**config.mk**
```make
export PLATFORM = sky130hd
export DESIGN_NAME = keypad_emulator
export DESIGN_NICKNAME = d
export VERILOG_FILES = /design/src/rtl/keypad_emulator.sv
export SDC_FILE = /design/constraint.sdc
export NUM_CORES = 1
export LEC_CHECK = 0
export ABC_CLOCK_PERIOD_IN_PS = 5540
export CAP_MARGIN = 25
export CORE_UTILIZATION = 35
export CTS_CLUSTER_SIZE = 28
export DETAILED_ROUTE_END_ITERATION = 6
export GPL_TIMING_DRIVEN = 0
export PLACE_DENSITY = 0.58
export SLEW_MARGIN = 40
export SYNTH_ARGS = -nofsm -noshare
export SYNTH_HDL_FRONTEND = slang
export SYNTH_SLANG_ARGS = --single-unit
export TNS_END_PERCENT = 1
```
**constraint.sdc**
```tcl
create_clock -name clk -period 5.54 [get_ports clk]
set_clock_uncertainty 0.15 [all_clocks]
set_input_delay 0.831 -clock clk [delete_from_list [all_inputs] [get_ports clk]]
set_output_delay 0.831 -clock clk [all_outputs]
set_load 0.005 [all_outputs]
```
**src/rtl/keypad_emulator.sv**
```systemverilog
// -----------------------------------------------------------------------------
// keypad_emulator
//
// Answers the column strobe of a 4x4 matrix keypad scanner on the row lines as
// if one physical key were pressed. A key code is accepted on a valid/ready
// handshake. The key is then shown pressed for HOLD_SCANS target-column
// windows and shown released for GAP_SCANS windows, after which `done` pulses.
// If the column strobe stops changing for TIMEOUT_CYC cycles while a sequence
// is active, the sequence aborts and `err` pulses.
//
// Parameters
//   HOLD_SCANS   target-column windows shown pressed (>= 1)
//   GAP_SCANS    target-column windows shown released before done (>= 1)
//   TIMEOUT_CYC  cycles without a change on the synchronized column strobe
//                before an active sequence aborts
//
// Ports
//   clk        system clock
//   rst_n      asynchronous active-low reset
//   col        one-hot column strobe from the scanner (asynchronous)
//   fila       emulated row lines, one-hot while the key is shown pressed
//   key_valid  key_code is offered
//   key_code   [3:2] column index, [1:0] row index
//   key_ready  a code can be accepted this cycle
//   busy       a press/release sequence is in progress
//   done       one-cycle pulse on normal completion
//   err        one-cycle pulse on timeout abort
// -----------------------------------------------------------------------------
module keypad_emulator #(
    parameter int HOLD_SCANS  = 4,
    parameter int GAP_SCANS   = 2,
    parameter int TIMEOUT_CYC = 1048576
) (
    input  logic       clk,
    input  logic       rst_n,
    input  logic [3:0] col,
    output logic [3:0] fila,
    input  logic       key_valid,
    input  logic [3:0] key_code,
    output logic       key_ready,
    output logic       busy,
    output logic       done,
    output logic       err
);

    // -------------------------------------------------------------------------
    // Counter geometry
    // -------------------------------------------------------------------------
    localparam int SCAN_MAX = (HOLD_SCANS > GAP_SCANS) ? HOLD_SCANS : GAP_SCANS;
    localparam int SCAN_W   = $clog2(SCAN_MAX + 1);
    localparam int TO_W     = $clog2(TIMEOUT_CYC + 1);

    localparam logic [SCAN_W-1:0] SCAN_TOP  = SCAN_W'(SCAN_MAX);
    localparam logic [SCAN_W-1:0] HOLD_N    = SCAN_W'(HOLD_SCANS);
    localparam logic [SCAN_W-1:0] GAP_LAST  = SCAN_W'(GAP_SCANS - 1);
    localparam logic [SCAN_W-1:0] SCAN_ONE  = SCAN_W'(1);
    localparam logic [TO_W-1:0]   TO_TOP    = TO_W'(TIMEOUT_CYC);
    localparam logic [TO_W-1:0]   TO_ONE    = TO_W'(1);

    typedef enum logic [1:0] {
        S_IDLE    = 2'd0,
        S_PRESS   = 2'd1,
        S_RELEASE = 2'd2,
        S_DONE    = 2'd3
    } state_e;

    function automatic logic [3:0] onehot4(input logic [1:0] idx);
        onehot4 = 4'b0001 << idx;
    endfunction

    // -------------------------------------------------------------------------
    // Registers and next-state values
    // -------------------------------------------------------------------------
    state_e             state_q, state_d;

    logic [3:0]         col_meta_q;
    logic [3:0]         col_s_q;
    logic [3:0]         col_p_q;

    logic [3:0]         tgt_col_q, tgt_col_d;
    logic [3:0]         tgt_row_q, tgt_row_d;
    logic [SCAN_W-1:0]  scan_cnt_q, scan_cnt_d;
    logic [TO_W-1:0]    to_cnt_q, to_cnt_d;
    logic [3:0]         fila_q, fila_d;
    logic               err_q, err_d;

    // -------------------------------------------------------------------------
    // Decoded conditions
    // -------------------------------------------------------------------------
    logic accept;
    logic running;
    logic on_target;
    logic match_edge;
    logic col_change;
    logic timeout;
    logic leave_press;
    logic release_done;

    assign accept     = key_valid && (state_q == S_IDLE);
    assign running    = (state_q == S_PRESS) || (state_q == S_RELEASE);
    // Exact compare: an invalid strobe (zero or multi-hot) never matches.
    assign on_target  = (col_s_q == tgt_col_q);
    assign match_edge = on_target && (col_p_q != tgt_col_q);
    assign col_change = (col_s_q != col_p_q);

    // The last hold window has ended once the strobe has moved off the target.
    assign leave_press  = (scan_cnt_q == HOLD_N) && !on_target;
    // The match edge that would bring the count up to GAP_SCANS.
    assign release_done = match_edge && (scan_cnt_q == GAP_LAST);

    // -------------------------------------------------------------------------
    // Datapath next-state logic
    // -------------------------------------------------------------------------
    // NOTE: every signal written in an always_comb gets a default on entry, so
    // no path can leave it unassigned and no latch is inferred.
    always_comb begin
        tgt_col_d  = tgt_col_q;
        tgt_row_d  = tgt_row_q;
        scan_cnt_d = scan_cnt_q;
        to_cnt_d   = '0;

        if (accept) begin
            tgt_col_d = onehot4(key_code[3:2]);
            tgt_row_d = onehot4(key_code[1:0]);
        end

        // Stall counter: any movement of the strobe restarts it; it only runs
        // while a sequence is active and holds at its terminal value.
        if (running && !col_change) begin
            to_cnt_d = (to_cnt_q == TO_TOP) ? to_cnt_q : to_cnt_q + TO_ONE;
        end

        case (state_q)
            S_PRESS: begin
                if (leave_press) begin
                    scan_cnt_d = '0;
                end else if (match_edge && scan_cnt_q != SCAN_TOP) begin
                    scan_cnt_d = scan_cnt_q + SCAN_ONE;
                end
            end
            S_RELEASE: begin
                if (match_edge && scan_cnt_q != SCAN_TOP) begin
                    scan_cnt_d = scan_cnt_q + SCAN_ONE;
                end
            end
            default: scan_cnt_d = '0;
        endcase

        if (timeout) begin
            scan_cnt_d = '0;
        end
    end

    // Timeout is decided on the increment that reaches TIMEOUT_CYC, so the
    // abort lands on the same edge the counter arrives at its terminal value.
    assign timeout = running && (to_cnt_d == TO_TOP);

    // Rows are driven only while pressed and only inside the target window.
    // An aborting cycle forces them low together with the return to IDLE.
    always_comb begin
        fila_d = 4'b0000;
        if (state_q == S_PRESS && on_target && !timeout) begin
            fila_d = tgt_row_q;
        end
    end

    assign err_d = timeout;

    // -------------------------------------------------------------------------
    // FSM: state register
    // -------------------------------------------------------------------------
    // NOTE: sequential state uses non-blocking assignments so every flop
    // samples the pre-edge value of every other flop, independent of the
    // order of statements or processes.
    always_ff @(posedge clk or negedge rst_n) begin
        if (!rst_n) begin
            state_q <= S_IDLE;
        end else begin
            state_q <= state_d;
        end
    end

    // -------------------------------------------------------------------------
    // FSM: next-state logic (timeout takes priority over any advance)
    // -------------------------------------------------------------------------
    always_comb begin
        state_d = state_q;
        case (state_q)
            S_IDLE: begin
                if (accept) begin
                    state_d = S_PRESS;
                end
            end
            S_PRESS: begin
                if (timeout) begin
                    state_d = S_IDLE;
                end else if (leave_press) begin
                    state_d = S_RELEASE;
                end
            end
            S_RELEASE: begin
                if (timeout) begin
                    state_d = S_IDLE;
                end else if (release_done) begin
                    state_d = S_DONE;
                end
            end
            S_DONE:  state_d = S_IDLE;
            default: state_d = S_IDLE;
        endcase
    end

    // -------------------------------------------------------------------------
    // FSM: outputs
    // -------------------------------------------------------------------------
    always_comb begin
        key_ready = (state_q == S_IDLE);
        busy      = (state_q != S_IDLE);
        done      = (state_q == S_DONE);
    end

    // err is registered on the aborting edge, so it is seen in IDLE and can
    // never coincide with done, which is only high in S_DONE.
    assign err  = err_q;
    // fila comes straight from a flop with asynchronous clear, so a reset
    // releases the rows without waiting for a clock edge.
    assign fila = fila_q;

    // -------------------------------------------------------------------------
    // Datapath registers, including the two-flop column synchronizer and the
    // one-cycle delayed copy used for edge and change detection.
    // -------------------------------------------------------------------------
    always_ff @(posedge clk or negedge rst_n) begin
        if (!rst_n) begin
            col_meta_q <= 4'b0000;
            col_s_q    <= 4'b0000;
            col_p_q    <= 4'b0000;
            tgt_col_q  <= 4'b0000;
            tgt_row_q  <= 4'b0000;
            scan_cnt_q <= '0;
            to_cnt_q   <= '0;
            fila_q     <= 4'b0000;
            err_q      <= 1'b0;
        end else begin
            col_meta_q <= col;
            col_s_q    <= col_meta_q;
            col_p_q    <= col_s_q;
            tgt_col_q  <= tgt_col_d;
            tgt_row_q  <= tgt_row_d;
            scan_cnt_q <= scan_cnt_d;
            to_cnt_q   <= to_cnt_d;
            fila_q     <= fila_d;
            err_q      <= err_d;
        end
    end

endmodule

```
# --- Word level (Yosys, flattened, before mapping) ---
# Cells that the tools add are included.
op_classes:
  addsub: 2
  shifts: 2
  reduce_logical: 16
  eq_ne: 14
  muxes: 13
ops:
  columns: ["operator", "n"]
  rows:
  - ["$eq 21x21->1 const B", 2]
  - ["$mux 21", 2]
  - ["$add 21x1->21 const B", 1]
  - ["$mux 2", 5]
  - ["$logic_and 1x1->1", 9]
  - ["$mux 3", 3]
  - ["$ne 3x3->1 const B", 3]
  - ["$ne 4x4->1", 2]
  - ["$pmux 2 s4", 1]
  - ["$shl 1x2->4 const A", 2]
  - ["$pmux 3 s2", 1]
  - ["$eq 2x2->1 const B", 2]
  - ["$eq 4x4->1", 1]
  - ["$mux 4", 1]
  - ["$add 3x1->3 const B", 1]
  - ["$eq 3x1->1 const B", 1]
  - ["$eq 3x3->1 const B", 1]
  - ["$logic_not 1->1", 3]
  - ["$reduce_and 3->1", 1]
  - ["$eq 2x1->1 const B", 1]
  - ["$logic_not 2->1", 1]
  - ["$ne 2x1->1 const B", 1]
  - ["$reduce_bool 2->1", 1]
  - ["$logic_or 1x1->1", 1]
word_totals:
  inputBits: 11
  elab_cells: 57
  reg_bits: 51
  out_inout_bits: 8

# --- Depth between registers and ports, before layout ---
# Gate-level depths: netlist of the first run.
depth:
  ltp_word: 9
  depth_mapped: 10
  mapped_depth_nobuf: 9

# --- Worst setup path after synthesis of the first run ---
# No wires, ideal clock.
synth_timing:
  path_type: "register to register"
  start: "register state_q[0]"
  end: "register state_q[0]"
  t_arrival_ns: 2.455
  setup_time_ns: 0.131
  stages_incl_launch_ff: 11
  slack_ns: 2.804
  cell_sequence: "dfrtp_1 -> inv_1 -> ha_1 -> o21ai_0 -> or4b_1 -> buf_2 -> a2111o_1 -> nor4_4 -> and3_1 -> buf_6 -> a211oi_2"
synth_between:
  elab_chain_len: 8
  elab_cells_between_ends: 17
synth_rtl:
  columns: ["element", "line", "rtl"]
  rows:
  - ["start, declared", "74", "state_e state_q, state_d;"]
  - ["start signal, assigned", "179", "state_q <= state_d;"]
  - ["$eq 2x1->1 or $eq 2x2->1 (tied branches)", "100", "assign running = (state_q == S_PRESS) || (state_q == S_RELEASE);"]
  - ["$logic_or 1x1->1 *", "100", null]
  - ["$logic_and 1x1->1", "129", "if (running && !col_change) begin"]
  - ["$mux 21", "129", null]
  - ["$eq 21x21->1", "156", "assign timeout = running && (to_cnt_d == TO_TOP);"]
  - ["$logic_and 1x1->1 *", "156", null]
  - ["via err_d", "85", "logic err_q, err_d;"]
  - ["$mux 2, or another cell as far along", "202", "if (timeout) begin"]
  - ["$pmux 2 s4 or $reduce_and 3->1 (tied branches)", null, null]
# The timed path passes the listed nets; every way through them passes the cells marked *.
# A chain may end at the register's enable or synchronous reset.

# --- Worst setup path after layout of the first run ---
layout_timing:
  start: "register to_cnt_q[0]"
  end: "register fila_q[0] (netlist: fila[0])"
layout_between:
  elab_chain_len: 8
  elab_cells_between_ends: 9
layout_rtl:
  columns: ["element", "line", "rtl"]
  rows:
  - ["start, declared", "83", "logic [TO_W-1:0] to_cnt_q, to_cnt_d;"]
  - ["start signal, assigned", "251", "to_cnt_q <= to_cnt_d;"]
  - ["$add 21x1->21 or $eq 21x21->1 (tied branches)", "130", "to_cnt_d = (to_cnt_q == TO_TOP) ? to_cnt_q : to_cnt_q + TO_ONE;"]
  - ["$mux 21 *", "130", null]
  - ["$mux 21 *", "129", null]
  - ["$eq 21x21->1 *", "156", null]
  - ["$logic_and 1x1->1 *", "156", null]
  - ["$logic_not 1->1 *", "162", "if (state_q == S_PRESS && on_target && !timeout) begin"]
  - ["$logic_and 1x1->1 *", "162", null]
  - ["$mux 4 *", "162", null]
  - ["via fila_d[0]", "84", "logic [3:0] fila_q, fila_d;"]
  - ["end signal, assigned", "252", "fila_q <= fila_d;"]
  - ["end, declared", "84", null]
# Marks and branches as above.

==> impl_metrics.csv, run 1 <==
group,metric,value,unit
run_status,outcome,"finished clean",
cells_and_area,mostFrequentLayoutCell,"dfrtp_1",
drt,drtIter0Drc,77,
clock_network,clockBufferDepth,2,
logic_synthesis,ys_ff_latch,51,
placed_design,dp_hpwl,4090,um
clock_network,numCtsBuffers,5,
sta,timing.final.ws_setup,2.44,ns
floorplan,fp.dieArea,0.00822,mm^2
sta,hold_ws,0.207,ns
pwr,design_power_total,919,uW
drt,ant_nets,0,
floorplan,core-area,0.00741,mm^2
cells_and_area,final_util,42.7,%
sta,tightest_slew,0.786,ns
floorplan,pin_count,19,
run,cap_violations,0,
setup_path,startpoint,"to_cnt_q[0]",
logic_synthesis,synth-seq-area-share,46.4,%
pwr,peakVddDrop,0.157,mV
logic_synthesis,yosysTopAreaCellShare,46.4,%
sta,finalHoldViolations,0,
sta,fmax,0.322,GHz
cells_and_area,nets,326,
clock_network,cts_htree_levels,2,
setup_path,cp_data_arrival_time,3.16,ns
setup_path,end_kind,"register",
clock_network,clock_sinks,51,
drt,via_per_inst,5.00,
clock_network,clkLatencyLatePin,0.31,ns
cells_and_area,layout_common_cells,"dfrtp_1 (51), nor2_1 (27), nand2_1 (25), xnor2_1 (23), clkdlybuf4s50_1 (17)",
clock_network,cts_hold_buf,0,
floorplan,fp.dieH,90.7,um
floorplan,initial_core_util,37.1,%
logic_synthesis,synth_ff_type,"dfrtp_1",
global_routing,grt_pass1_wl,9280,um
sta,finalCritPeriodShare,56.0,%
logic_synthesis,synthesis.area,0.00275,mm^2
placed_design,io_buffers,18,
placed_design,dp_slack,2.43,ns
global_routing,overflow,0,
clock_network,cts_setup_buffers,0,
min_path,whs_path_depth,0,
cells_and_area,final_cells,406,
min_path,hold_end,"col_s_q[1]",
setup_path,r2r_slack,2.44,ns
pwr,leakagePower,1.26,nW
logic_synthesis,synthCells,280,
drt,drtPass1Iterations,4,
placed_design,routabilityCongestion,0.802,
min_path,min_path_type,"reg2reg",
setup_path,cp-start-kind,"register",
logic_synthesis,yosys.area.top_type,"dfrtp_1",
logic_synthesis,synth_async_sr_flop_share,100,%
pwr,pwr_density_cell,290,mW/mm^2
setup_path,cp.required,5.60,ns
drt,wirelength,5530,um
clock_network,cts-resized-gates,0,
setup_path,cp_max_fo,7,
global_routing,track_usage,14.1,%
sta,setup_viol,0,
cells_and_area,areaGrowthSynthToFinish,15.1,%
sta,timing.slew.headroom,47.1,%
setup_path,reg2regPathDepth,8,
global_routing,grt_pass1_vias,1943,
placed_design,place_area,0.00307,mm^2
logic_synthesis,synth_cell_types,43,
sta,fin_tns_setup,0,ns
floorplan,die_w,90.7,um
clock_network,cts_tree,"built",
logic_synthesis,synth.area.top_cells,"dfrtp_1 (46%), xnor2_1 (7.3%), ha_1 (4.1%), nor2_1 (3.7%), xor2_1 (3.5%)",
drt,vias,2032,
logic_synthesis,syn_avg_cell_area,9.83,um^2
global_routing,antenna_found_initial,0,
clock_network,path_clk_slew,0.10,ns
drt,drt-met1-wl,2790,um
cells_and_area,design_area,0.00317,mm^2
logic_synthesis,yosysWarningCount,0,
global_routing,grt_max_degree,35,
sta,min_period,3.10,ns
cells_and_area,drive_gt1_share,9.45,%
drt,top_layer_used,"met4",
cells_and_area,antennaDiodeCount,0,
placed_design,dpl.cell_count,398,
logic_synthesis,synth_edf_count,0,
sta,maxSlewViolCount,0,
sta,rsz0062_at_grt,"no",
setup_path,r2r-end,"fila[0]",
setup_path,path_class,"reg2reg",
drt,avgRoutedWirePerCell,13.6,um
drt,route.met2.wl,2560,um
floorplan,rows,31,
min_path,min-delay-start,"col_meta_q[1]",
drt,routed-wl-met3,143,um
drt,drcViolationCount,0,
setup_path,rr_startpoint,"to_cnt_q[0]",
logic_synthesis,synth_nets,300,
clock_network,root_buffer,"clkbuf_8",
## per-layer routing
metal / vias to the layer above / track usage (%)
met2: 27 / 22.4
met4: 0 / 3.76
met5: - / 0
met1: 983 / 19.6
li1: 1017 / -
met3: 5 / 2.86
## how the worst max path moves through the flow
stage                          endpoint  slack, ns
after detailed placement        fila[1]       2.43
after CTS                       fila[0]       2.41
after global routing            fila[0]       2.18
final                           fila[0]       2.44
after floorplan              state_q[0]       2.80
after global placement    col_meta_q[1]       1.93
## power breakdown
part           leakage (nW)  total (mW)  switching [mW]  internal [mW]
combinational         0.545       0.254           0.135          0.119
clock                0.0452       0.227           0.135         0.0923
sequential            0.674       0.438          0.0314          0.407
total                  1.26       0.919           0.301          0.618
## synthesized netlist by cell type (all sizes together), types with 8 or more instances
| cell type | number |
|---|---|
| nor3 | 8 |
| ha | 9 |
| dfrtp | 51 |
| nor2 | 27 |
| inv | 14 |
| xor2 | 11 |
| nand2 | 25 |
| nor4 | 9 |
| o21ai | 13 |
| nand4 | 11 |
| buf | 9 |
| xnor2 | 23 |
| nand3 | 10 |
## cell type report
class,instances,area (um^2)
well taps,99,124
plain buffers,16,77.6
inverters,14,52.6
multi-input cells,199,1350
clock buffers,5,68.8
repair buffers,19,198
clock inverters,3,25.0
flip-flops and latches,51,1280
fillers,711,4240
## critical path, cell delays in order (launching register included)
cell and delay, ns:
dfrtp_1 0.46, ha_1 0.34, nand3_1 0.23, nor3_2 0.33, and4_1 0.35, mux2_2 0.35
o21ai_0 0.34, a31oi_1 0.23, and2_1 0.21
## cell families (layout without fill, tap and decap cells)
logic type                 after synthesis  after routing  share of synthesized area (%)
muxes                                    2              2                          0.773
AOI/OAI and AO/OA                       36             36                           8.73
xor gates and xnor gates                34             34                           10.8
DFF                                     51             51                           46.4
and+or+nand+nor                        118            118                           24.5
buffers and inverters                   30             57                           4.73
adders and majority gates                9              9                           4.09
## registers in the layout, summed over array words and instances, names as in the netlist
| signal | flops |
|---|---|
| to_cnt_q | 21 |
| err | 1 |
| col_meta_q | 4 |
| fila | 4 |
| state_q | 2 |
| scan_cnt_q | 3 |
| tgt_col_q | 4 |
| col_p_q | 4 |
| tgt_row_q | 4 |
| col_s_q | 4 |
No activity file was read; power rests on OpenSTA's default activity.
==> run 2: changes to the inputs <==
- ABC_CLOCK_PERIOD_IN_PS: 5540 -> 2740
- PLACE_DENSITY: 0.58 -> 0.6
- clock period: 5.54 -> 2.74 ns (I/O delays scaled with it)
==> impl_metrics.csv, run 2 (synthesized netlist as in run 1, its figures left out) <==
group,metric,value,unit
setup_path,cp_max_fo,5,
cells_and_area,mostFrequentLayoutCell,"dfrtp_1",
drt,drcViolationCount,0,
floorplan,die_w,90.7,um
global_routing,grt_use_met2,23.5,%
floorplan,core-area,0.00741,mm^2
run_status,outcome,"complete, but fails checks",
placed_design,dpl.cell_count,398,
clock_network,clockBufferDepth,2,
floorplan,fp.dieArea,0.00822,mm^2
setup_path,end_kind,"register",
setup_path,r2r_slack,-0.02,ns
clock_network,clock_sinks,51,
setup_path,reg2regPathDepth,7,
placed_design,routabilityCongestion,0.769,
setup_path,crit_family,"simple AND/OR/NAND/NOR gates",
sta,setup_viol,4,
run,cap_violations,0,
pwr,pwr_density_cell,581,mW/mm^2
floorplan,pin_count,19,
setup_path,path_buf_inv,1,
global_routing,use_met1,20.7,%
setup_path,cp_slowest_cell,"or4b_4",
floorplan,fp.dieH,90.7,um
clock_network,clkLatencyLatePin,0.31,ns
global_routing,antenna_found_initial,0,
run_status,violations,"negative setup slack",
cells_and_area,fillers,697,
global_routing,grt_max_degree,37,
setup_path,cpPeakStageDelay,0.56,ns
pwr,design_power_total,2.00,mW
drt,vias,2145,
global_routing,grt_pass1_vias,2054,
sta,finalCritPeriodShare,101,%
cells_and_area,top_register,"to_cnt_q",
sta,timing.final.ws_setup,-0.0165,ns
sta,finalHoldViolations,0,
drt,drtPass1Iterations,4,
placed_design,io_buffers,18,
cells_and_area,nets,342,
clock_network,cts_tree,"built",
clock_network,numCtsBuffers,5,
global_routing,grt_pass1_wl,9860,um
clock_network,cts_htree_levels,2,
sta,rsz0062_at_grt,"yes",
sta,maxSlewViolCount,0,
setup_path,path_cells,"a222oi_1 -> or4b_4 -> a2111o_1 -> nor4_4 -> and3_1 -> buf_6 -> a211oi_2",
drt,ant_nets,0,
clock_network,root_buffer,"clkbuf_8",
pwr,peakVddDrop,0.524,mV
min_path,min_path_type,"reg2reg",
setup_path,r2r-end,"state_q[0]",
sta,fmax,0.363,GHz
placed_design,dp_hpwl,3940,um
setup_path,endpoint,"state_q[0]",
setup_path,startpoint,"col_p_q[0]",
cells_and_area,multi_input_area,0.00147,mm^2
setup_path,path_class,"reg2reg",
cells_and_area,areaGrowthSynthToFinish,24.9,%
setup_path,cp.depth,7,
setup_path,cp-start-kind,"register",
drt,wirelength,5810,um
sta,tightest_slew,0.518,ns
floorplan,rows,31,
sta,min_period,2.76,ns
sta,timing.slew.headroom,65.5,%
cells_and_area,drive_gt1_share,20.1,%
cells_and_area,largest_reg_flops,21,
setup_path,cp.required,2.78,ns
setup_path,cp_data_arrival_time,2.80,ns
pwr,leakagePower,1.40,nW
cells_and_area,layout_common_cells,"dfrtp_1 (49), nor2_1 (25), nand2_1 (25), xnor2_1 (23), buf_4 (20)",
global_routing,overflow,0,
setup_path,rr_startpoint,"col_p_q[0]",
global_routing,grt_busiest_layer,"met2",
clock_network,path_clk_slew,0.10,ns
cells_and_area,final_cells,422,
floorplan,initial_core_util,37.1,%
drt,via_per_inst,5.08,
global_routing,met3_usage,2.53,%
global_routing,track_usage,14.7,%
drt,drtIter0Drc,91,
cells_and_area,seqCellArea,0.00128,mm^2
cells_and_area,antennaDiodeCount,0,
drt,avgRoutedWirePerCell,13.8,um
==> run 2: cell types whose count changed in the layout (fill, tap and decap cells not counted), moves of 3 or more <==
cell | previous run | this run
buf_4 | 1 | 20
buf_2 | 8 | 3
nor4_1 | 5 | 1
inv_1 | 14 | 11
inv_2 | 0 | 3
nor4_4 | 2 | 5
==> run 2: worst min-delay path by stage <==
| stage | slack [ns] | to | cells after the start | start |
|---|---|---|---|---|
| after CTS | 0.21 | col_s_q[0] | 0 | col_meta_q[0] |
| after detailed placement | 0.15 | to_cnt_q[7] | 1 | rst_n |
| after global placement | 0.18 | col_s_q[3] | 0 | col_meta_q[3] |
| after global routing | 0.22 | col_s_q[1] | 0 | col_meta_q[1] |
| final | 0.21 | col_s_q[0] | 0 | col_meta_q[0] |
| after floorplan | -0.03 | col_meta_q[0] | 0 | rst_n |
==> run 2: layout make-up <==
class / instances / share of cell area [%]
multi-input combinational: 199 / 42.8
inverter: 14 / 1.53
timing repair buffer: 37 / 9.69
clock buffer: 5 / 2.00
tap: 99 / 3.61
buffer: 14 / 2.40
sequential: 51 / 37.2
clock inverter: 3 / 0.801
==> run 2: through the flow <==
step	setup WS (ns)	util [%]	instance area, um^2	hold slack, ns	TNS (ns)
after detailed placement	-0.349	41.5	3070	0.147	-3.13
after CTS	0.000112	44.6	3300	0.212	0
after global routing	-0.174	46.4	3440	0.218	-1.31
after global placement	-0.428	41.2	3060	0.183	-24.63
final	-0.0165	46.4	3440	0.207	-0.0436
after floorplan	0.00382	-	2750	-0.0346	0
==> run 2: where the power goes <==
group | internal, mW | total, mW | switching (mW)
registers | 0.823 | 0.877 | 0.0541
logic | 0.322 | 0.653 | 0.331
clock network | 0.190 | 0.465 | 0.275
total | 1.34 | 2.00 | 0.660
==> run 2: per-layer routing <==
metal,wire length [um],up-vias
met2,2700,45
li1,-,1051
met1,2890,1045
met3,177,4
met4,39,0
met5,0,-
==> run 2: timing repair <==
action	CTS	global route
gates resized for setup	15	24
buffers inserted	8	9
hold buffers	1	0
hold endpoints to repair	15	0
gates cloned	0	0
pin swaps	9	8
setup endpoints to repair	10	10
